<file path="config.mk">
export PLATFORM = sky130hd
export DESIGN_NAME = dglk_playback_sequencer
export DESIGN_NICKNAME = d
export VERILOG_FILES = /design/src/rtl/dglk_playback_sequencer.sv
export SDC_FILE = /design/constraint.sdc
export NUM_CORES = 1
export LEC_CHECK = 0
export CAP_MARGIN = 25
export CORE_ASPECT_RATIO = 2
export CORE_UTILIZATION = 50
export DETAILED_ROUTE_END_ITERATION = 16
export DONT_BUFFER_PORTS = 1
export PLACE_DENSITY = 0.66
export SLEW_MARGIN = 20
export SYNTH_ARGS = -nofsm -noshare
export SYNTH_HDL_FRONTEND = slang
export SYNTH_SLANG_ARGS = --single-unit
</file>
<file path="constraint.sdc">
create_clock -name clk -period 4.7 [get_ports clk]
set_input_delay 0.94 -clock clk [delete_from_list [all_inputs] [get_ports clk]]
set_output_delay 0.94 -clock clk [all_outputs]
set_load 0.03 [all_outputs]
</file>
<file path="src/rtl/dglk_playback_sequencer.sv">
// Playback sequencer for the digital-lock playback engine: drives {p_ena, tun_upd, r_rst, w_rst}.
// Optional external-trigger WAIT state enabled by defining DGLK_PBK_TRIG_EN.
//
// state    | meaning
// IDLE     | no playback, CLEAR/TUNE/START/LOOP accepted
// WAIT_TRG | playback armed, waiting for ext_trg (DGLK_PBK_TRIG_EN only)
// ARM      | r_rst pulsed on entry, then ARM_LAT cycles of read-RAM latency
// RUN      | p_ena high, remaining sample count decrements each cycle
module dglk_playback_sequencer #(
  parameter int W_APB   = 10,
  parameter int W_CNT   = 24,
  parameter int ARM_LAT = 2
) (
  input  logic             clk,
  input  logic             rst,
  input  logic             cmd_vld,
  input  logic [2:0]       cmd_op,
  input  logic [W_APB-1:0] cmd_adr,
  input  logic [W_CNT-1:0] cmd_len,
  input  logic             ext_trg,
  output logic [4:0]       ctrl,
  output logic             busy,
  output logic             done,
  output logic             cmd_err
);

  localparam int W_ARM = (ARM_LAT > 0) ? $clog2(ARM_LAT + 1) : 1;

  localparam logic [2:0] OP_CLEAR = 3'd1;
  localparam logic [2:0] OP_TUNE  = 3'd2;
  localparam logic [2:0] OP_START = 3'd3;
  localparam logic [2:0] OP_STOP  = 3'd4;
  localparam logic [2:0] OP_LOOP  = 3'd5;

  typedef enum logic [1:0] {IDLE, WAIT_TRG, ARM, RUN} state_t;

  state_t           state;
  logic [W_ARM-1:0] arm_cnt;
  logic [W_CNT-1:0] rem_cnt;
  logic [W_CNT-1:0] len_q;
  logic [W_APB-1:0] adr_q;
  logic             loop_q;
  logic             w_rst_q, r_rst_q, tun_upd_q, p_ena_q;
  logic             done_q, err_q;

  logic is_clr, is_tun, is_play, is_stop, is_rej;
  logic unused_sink;

  assign is_clr  = cmd_vld && (cmd_op == OP_CLEAR);
  assign is_tun  = cmd_vld && (cmd_op == OP_TUNE);
  assign is_play = cmd_vld && ((cmd_op == OP_START) || (cmd_op == OP_LOOP));
  assign is_stop = cmd_vld && (cmd_op == OP_STOP);
  assign is_rej  = cmd_vld && ((cmd_op > OP_LOOP) || (busy && (is_clr || is_play)));

  assign busy    = (state != IDLE);
  assign ctrl    = {1'b0, p_ena_q, tun_upd_q, r_rst_q, w_rst_q};
  assign done    = done_q;
  assign cmd_err = err_q;

  // adr_q is the preload address held for the engine's read-pointer register.
`ifdef DGLK_PBK_TRIG_EN
  assign unused_sink = ^adr_q;
`else
  assign unused_sink = ^{adr_q, ext_trg};
`endif

  always_ff @(posedge clk) begin
    if (rst) begin
      state     <= IDLE;
      arm_cnt   <= '0;
      rem_cnt   <= '0;
      len_q     <= '0;
      adr_q     <= '0;
      loop_q    <= 1'b0;
      w_rst_q   <= 1'b0;
      r_rst_q   <= 1'b0;
      tun_upd_q <= 1'b0;
      p_ena_q   <= 1'b0;
      done_q    <= 1'b0;
      err_q     <= 1'b0;
    end else begin
      w_rst_q   <= 1'b0;
      r_rst_q   <= 1'b0;
      tun_upd_q <= is_tun;
      done_q    <= 1'b0;
      err_q     <= is_rej;
      case (state)
        IDLE: begin
          p_ena_q <= 1'b0;
          if (is_clr) w_rst_q <= 1'b1;
          if (is_play) begin
            if (cmd_len == '0) begin
              done_q <= 1'b1;
            end else begin
              len_q   <= cmd_len;
              adr_q   <= cmd_adr;
              rem_cnt <= cmd_len;
              loop_q  <= (cmd_op == OP_LOOP);
`ifdef DGLK_PBK_TRIG_EN
              state   <= WAIT_TRG;
`else
              state   <= ARM;
              r_rst_q <= 1'b1;
              arm_cnt <= W_ARM'(ARM_LAT);
`endif
            end
          end
        end
`ifdef DGLK_PBK_TRIG_EN
        WAIT_TRG: begin
          if (is_stop) begin
            state  <= IDLE;
            done_q <= 1'b1;
          end else if (ext_trg) begin
            state   <= ARM;
            r_rst_q <= 1'b1;
            arm_cnt <= W_ARM'(ARM_LAT);
          end
        end
`endif
        ARM: begin
          if (is_stop) begin
            state  <= IDLE;
            done_q <= 1'b1;
          end else if (arm_cnt == '0) begin
            state   <= RUN;
            p_ena_q <= 1'b1;
          end else begin
            arm_cnt <= arm_cnt - W_ARM'(1);
          end
        end
        RUN: begin
          if (is_stop) begin
            state   <= IDLE;
            p_ena_q <= 1'b0;
            done_q  <= 1'b1;
          end else if (rem_cnt == W_CNT'(1)) begin
            p_ena_q <= 1'b0;
            rem_cnt <= len_q;
            if (!loop_q) begin
              state  <= IDLE;
              done_q <= 1'b1;
            end else begin
`ifdef DGLK_PBK_TRIG_EN
              state   <= WAIT_TRG;
`else
              state   <= ARM;
              r_rst_q <= 1'b1;
              arm_cnt <= W_ARM'(ARM_LAT);
`endif
            end
          end else begin
            rem_cnt <= rem_cnt - W_CNT'(1);
          end
        end
        default: begin
          state   <= IDLE;
          p_ena_q <= 1'b0;
        end
      endcase
    end
  end

endmodule

</file>
==> run summary <==
Status - completed
Hold Buf Count CTS - 0
Avg Cell Area, Syn - 8.31 sq um
Antenna-violating nets left - 0
Max-slew headroom - 0.415
Vias in the first global route - 2924
Maximum vdd drop - 0.000331 V
Power Density - 664 mW/mm^2
TritonCTS clock tree - done
Synth top area share - 0.357
Ranking of synthesized cells by area - dfxtp_1 36%, mux2i_1 8.5%, nor2_1 5.0%
Clock tree root driver cell - clkbuf_16
Grt total ovfl - 0
Required @ worst endpoint - 4.90 ns
Routed wire per std cell - 18.4 microns
Area growth syn-to-layout - 11.2%
CP Max Fanout - 14
RSZ-0062 raised after global routing - no
Maximum buffer depth of the clock tree - 2
Routed vias - 2952
Period utilization - 0.627
Largest net degree at the start of global routing - 45
Share of cells above drive strength 1 - 0.104
Worst Max-Slew Pin Slew - 0.874 ns
Placed instance area - 0.00335 sq mm
PostCTS Resize Cnt - 0
Die ar. - 0.00696 sq mm
Yosys Warn Count - 0
Setup-failing EPs final - 0
Setup TNS Final - 0 ns
Max Slew Vio Count - 0
Class of the worst hold path - reg2reg
Filler cell count in the final layout - 647
Int Pwr - 1.50 mW
Tmin final - 2.94 ns
Arrival time at the worst endpoint - 3.15 ns
Post-Syn Area - 0.00331 sq mm
Sequential cell area - 0.00118 sq mm
Syn nets - 446
Htree depth - 3
Synthesized flop and latch total - 59
R2r setup slk - 1.76 ns
Setup Buffers After CTS - 0
Post-synth top flop - dfxtp_1
CP Class - reg2reg
Initial antenna violation count - 0
Worst hold slack - 0.490 ns
Utilization after layout - 0.578
Cell accounting for the most synthesized area - dfxtp_1
Drt initial violations - 183
First-pass GRT wire length - 14.3 mm
Die X-Extent - 59.5 microns
Row count - 41
DR pass1 iterations - 4
Clk slew on worst S/H paths - 0.05 ns
I/O Buffers - 0
Final hold vios - 0
Starting Density - 0.520
Final Net Count - 436
CP endpoint kind - flip-flop
Sw Ratio - 0.386
Fin area - 0.00368 sq mm
GRT Overall Usage - 0.281
Synth unique cells - 61
Seq pwr share - 0.302
Psw - 944 uW
Post-detailed-route via-to-cell ratio - 6.16
DP Wirelength - 6.31 mm
Asr flop ratio synth - 0
Die Y - 117 microns
Clock sink count - 59
Routability cong. - 0.906
Register area share after synthesis - 0.357
Post-synth EDFFs - 0
TritonCTS Buffers - 9
Total wire length - 8.79 mm
Worst setup SP type - flip-flop
Setup slack after layout - 1.76 ns
Synth Instances - 398
DRC viols - 0
Worst slack at placement - 1.53 ns
Antenna Cells - 0
Clock power frac - 0.295
IO Pins - 49
Multi-input gate area - 0.00197 sq mm
Core Box Area - 0.00636 sq mm
F_max - 0.340 GHz
Clock Skew - 0.00624 ns
Leak pwr - 1.49 nW
Gate power share - 0.403
MaxCap Viol Count - 0
Worst-Skew Late Latency - 0.34 ns
[worst max-delay path: stages, from the launching register on]
cell	delay, ns
dfxtp_1	0.37
or4_4	0.58
or3_4	0.37
nor4_4	0.79
buf_4	0.29
mux2i_1	0.19
a22o_1	0.15
a31oi_1	0.07
[final timing paths]
check                                 start     endpoint  cells after the start
worst max-delay path            rem_cnt[16]  rem_cnt[13]                      7
worst max register to register  rem_cnt[16]  rem_cnt[13]                      7
worst min register to register   arm_cnt[1]   arm_cnt[1]                      2
worst min-delay path             arm_cnt[1]   arm_cnt[1]                      2
[cell usage in the layout (no fill, tap or decap), drive strengths merged, types with 7 or more instances in the layout]
cell     n
a31oi    8
o21ai   27
a21oi   20
ha       7
nor2    46
o211ai  12
clkbuf  12
nor3    13
nor4    16
nand2   34
dfxtp   59
mux2i   28
inv     11
xor2     9
[Yosys cell counts (all sizes together), types with 3 or more instances]
master / number
a211oi: 6
a21oi: 20
a221oi: 3
a31o: 3
a31oi: 8
buf: 7
clkbuf: 20
dfxtp: 59
ha: 7
inv: 11
mux2i: 28
nand2: 34
nand2b: 3
nand3: 6
nand3b: 4
nand4: 5
nor2: 46
nor3: 13
nor4: 16
o211ai: 12
o21a: 5
o21ai: 27
o22ai: 3
o31ai: 3
or3: 5
or4: 3
xnor2: 5
xor2: 9
[sequential cells by signal, indices dropped and copies added (netlist names)]
signal,flops
len_q,24
tun_upd_q,1
w_rst_q,1
cmd_err,1
p_ena_q,1
loop_q,1
arm_cnt,2
done,1
r_rst_q,1
state,2
rem_cnt,24
[cell type report]
class / count / area share
clock buffers: 12 / 0.0697
clock inverters: 4 / 0.0197
inverters: 11 / 0.0112
multi-input cells: 301 / 0.537
flip-flops and latches: 59 / 0.321
well taps: 86 / 0.0293
repair buffers: 6 / 0.0122
[stage by stage]
step | instances | power, mW
global placement | 463 | 1.70
detailed placement | 463 | 1.72
finish | 479 | 2.44
floorplan | 398 | 1.50
CTS | 479 | 2.46
global route | 479 | 2.61
[power by group through the flow]
stage	Clock (mW)	Sequential (mW)	Combinational (mW)
2_1_floorplan	0	0.704	0.799
3_3_place_gp	0	0.739	0.959
3_5_place_dp	0	0.745	0.978
4_1_cts	0.737	0.735	0.984
5_1_grt	0.755	0.755	1.10
6_report	0.722	0.738	0.984
[layer usage]
metal	wire length [microns]	global-route usage	share of wire	vias up
met5	0	0	0	-
met2	4700	0.485	0.53	70
met4	446	0.203	0.051	0
met1	3300	0.296	0.37	1405
li1	-	-	-	1450
met3	352	0.0505	0.040	27
[logic make-up after synthesis]
logic type	share of synthesized area
AO/OA/AOI/OAI	0.212
XOR/XNOR	0.0371
adder cells (fa/ha/maj)	0.0265
buffers and inverters	0.0511
flip-flops	0.357
multiplexers	0.0882
other	0.00113
AND/OR/NAND/NOR	0.227
Power figures use the tool's default switching activity.
==> edit: new RTL, config.mk and constraints unchanged <==
Build with the macro `DGLK_PBK_TRIG_EN` defined.
--- a/src/rtl/dglk_playback_sequencer.sv
+++ b/src/rtl/dglk_playback_sequencer.sv
@@ -8,2 +8,4 @@
 // RUN      | p_ena high, remaining sample count decrements each cycle
+`define DGLK_PBK_TRIG_EN
+
 module dglk_playback_sequencer #(
Behaviour: not the same (a bounded check fails within 4 cycles, from zero or initial values and one cycle with rst high).
==> edit against the unedited design <==
  * Non-clock buffer count is 1 lower
  * Sequential cell count unchanged
  * Synthesized area up 0.38%
  * Worst setup slack worse by 26 ps
  * Sequential power up 4.1%
  * Design area decreased by 2.1%
  * Wire length down 3.3%
  * Critical path depth decreased by 1
  * Total power up 3.1%
  * Critical path type unchanged
  * Largest power group unchanged
  * Highest routed layer unchanged
==> edit: results (changes against the unedited design) <==
Timing
  • Post-Route Skew: 7.904 ps (+1.669 ps)
  • Worst slew pin tran: 893.2 ps (+19.10 ps)
  • Worst setup margin: 1729 ps (-25.92 ps)
  • WHS: 468.9 ps (-20.89 ps)

Place
  • Dpl cells: 472 (+1.9%)
  • Placer congestion estimate: 0.8178 (-9.7%)
  • Detailed Place HPWL: 5627 um (-11%)
  • Post-DP Area: 3311 um2 (-1.1%)
  • PortBufs: 0 (unchanged)

Routing
  • Vias per cell: 6.057 (-1.7%)
  • DR WL met2: 4580 um (-2.5%)
  • Met1 WL: 3205 um (-2.7%)
  • Starting DRT DRC Count: 141 (-23%)
  • Via Count: 2956 (+0.14%)
  • Highest routed metal layer: met4
  • Length of routed met3 wiring: 449 um (+28%)
  • Final WL: 8504 um (-3.3%)

Global route
  • First-pass GRT wire length: 13480 um (-5.6%)
  • Pin count of the biggest net entering global routing: 40 (-11%)
  • Global-route met2 utilization: 43.67% (-4.9 points)
  • Met1 Use GR: 28.58% (-1.0 points)
  • Initial antenna violation count: 0 (unchanged)
  • Gr usage total: 25.97% (-2.1 points)
  • M3 GR Usage: 5.495% (+0.44 points)
  • Vias in the first global route: 2864 (-2.1%)

Pwr
  • Logic power comb: 1.11 mW (+13%)
  • Power share of the combinational group: 44.0% (+3.7 points)
  • Peak VDD IR: 0.4252 mV (+29%)
  • Leakage: 1.469 nW (-1.4%)
  • Switch Pwr: 1.042 mW (+10%)
  • Power Clock: 643 uW (-11%)

Synth
  • Post-synthesis xor/xnor area fraction: 3.430% (-0.28 points)
  • Top cells by count, synth: dfxtp_1 (59), nor2_1 (53), a21oi_1 (40), o21ai_0 (33)
  • Compound-Gate Fraction of Synth Area: 22.99% (+1.8 points)
  • Post-synthesis mux area share: 8.179% (-0.64 points)
  • Area contributors post-synth: dfxtp_1 (36%), mux2i_1 (7.8%), a21oi_1 (6.0%)
  • Net Count, Synth: 462 (+3.6%)
  • Synth Instances: 413 (+3.8%)
  • Synth Area in Adders: 3.015% (+0.37 points)
  • Synth cell types: 56 (-8.2%)
  • Register area share after synthesis: 35.58% (-0.13 points)

Worst setup path
  • CP max FO: 15 (+1)
  • CP Capture Point: rem_cnt[11]
  • CP startpoint: rem_cnt[11]
  • Worst reg2reg endpoint: rem_cnt[11]
  • Worst r2r path cells: 6 (-1)
  • CP peak stage delay: 750 ps (-40 ps)
  • Worst EP arrival: 3180 ps (+30 ps)
  • Crit path max-delay cell type: and4b_1

Status
  • Outcome: completed

Clock tree
  • Clock latency at the later pin of the worst-skew pair: 330 ps
  • Worst-path clk slew: 50 ps (about the same)

Min path
  • Worst hold path class: register to register

Final layout
  • Antenna fix cells: 0 (unchanged)
  • # fillers: 631 (-2.5%)
  • Final nets: 446 (+2.3%)
  • Layout cells sized above 1: 5.473% (-5.0 points)
-- edit: how the worst min path moves through the flow --
stage | from | end | cells past startpoint
finish | arm_cnt[0] | arm_cnt[0] | 2
global route | len_q[9] | rem_cnt[9] | 2
CTS | arm_cnt[0] | arm_cnt[0] | 2
detailed placement | len_q[9] | rem_cnt[9] | 2
global placement | len_q[9] | rem_cnt[9] | 2
floorplan | len_q[11] | rem_cnt[11] | 2
-- edit: final cells by class --
class | count | area, um2 | share of cell area, %
clock buffer | 14 | 254.0 | 7.056
clock inverter | 2 | 35.03 | 0.9732
inverter | 11 | 41.29 | 1.147
multi-input combinational | 311 | 1943 | 53.98
sequential | 59 | 1181 | 32.81
tap | 86 | 107.6 | 2.989
timing repair buffer | 5 | 37.54 | 1.043
-- edit: worst register-to-register path, delay by kind of cell (launching register included) --
family           cells  cell delay, ps
AND/OR/NAND/NOR      4            2090
AO/OA/AOI/OAI        2             400
flip-flops           1             360
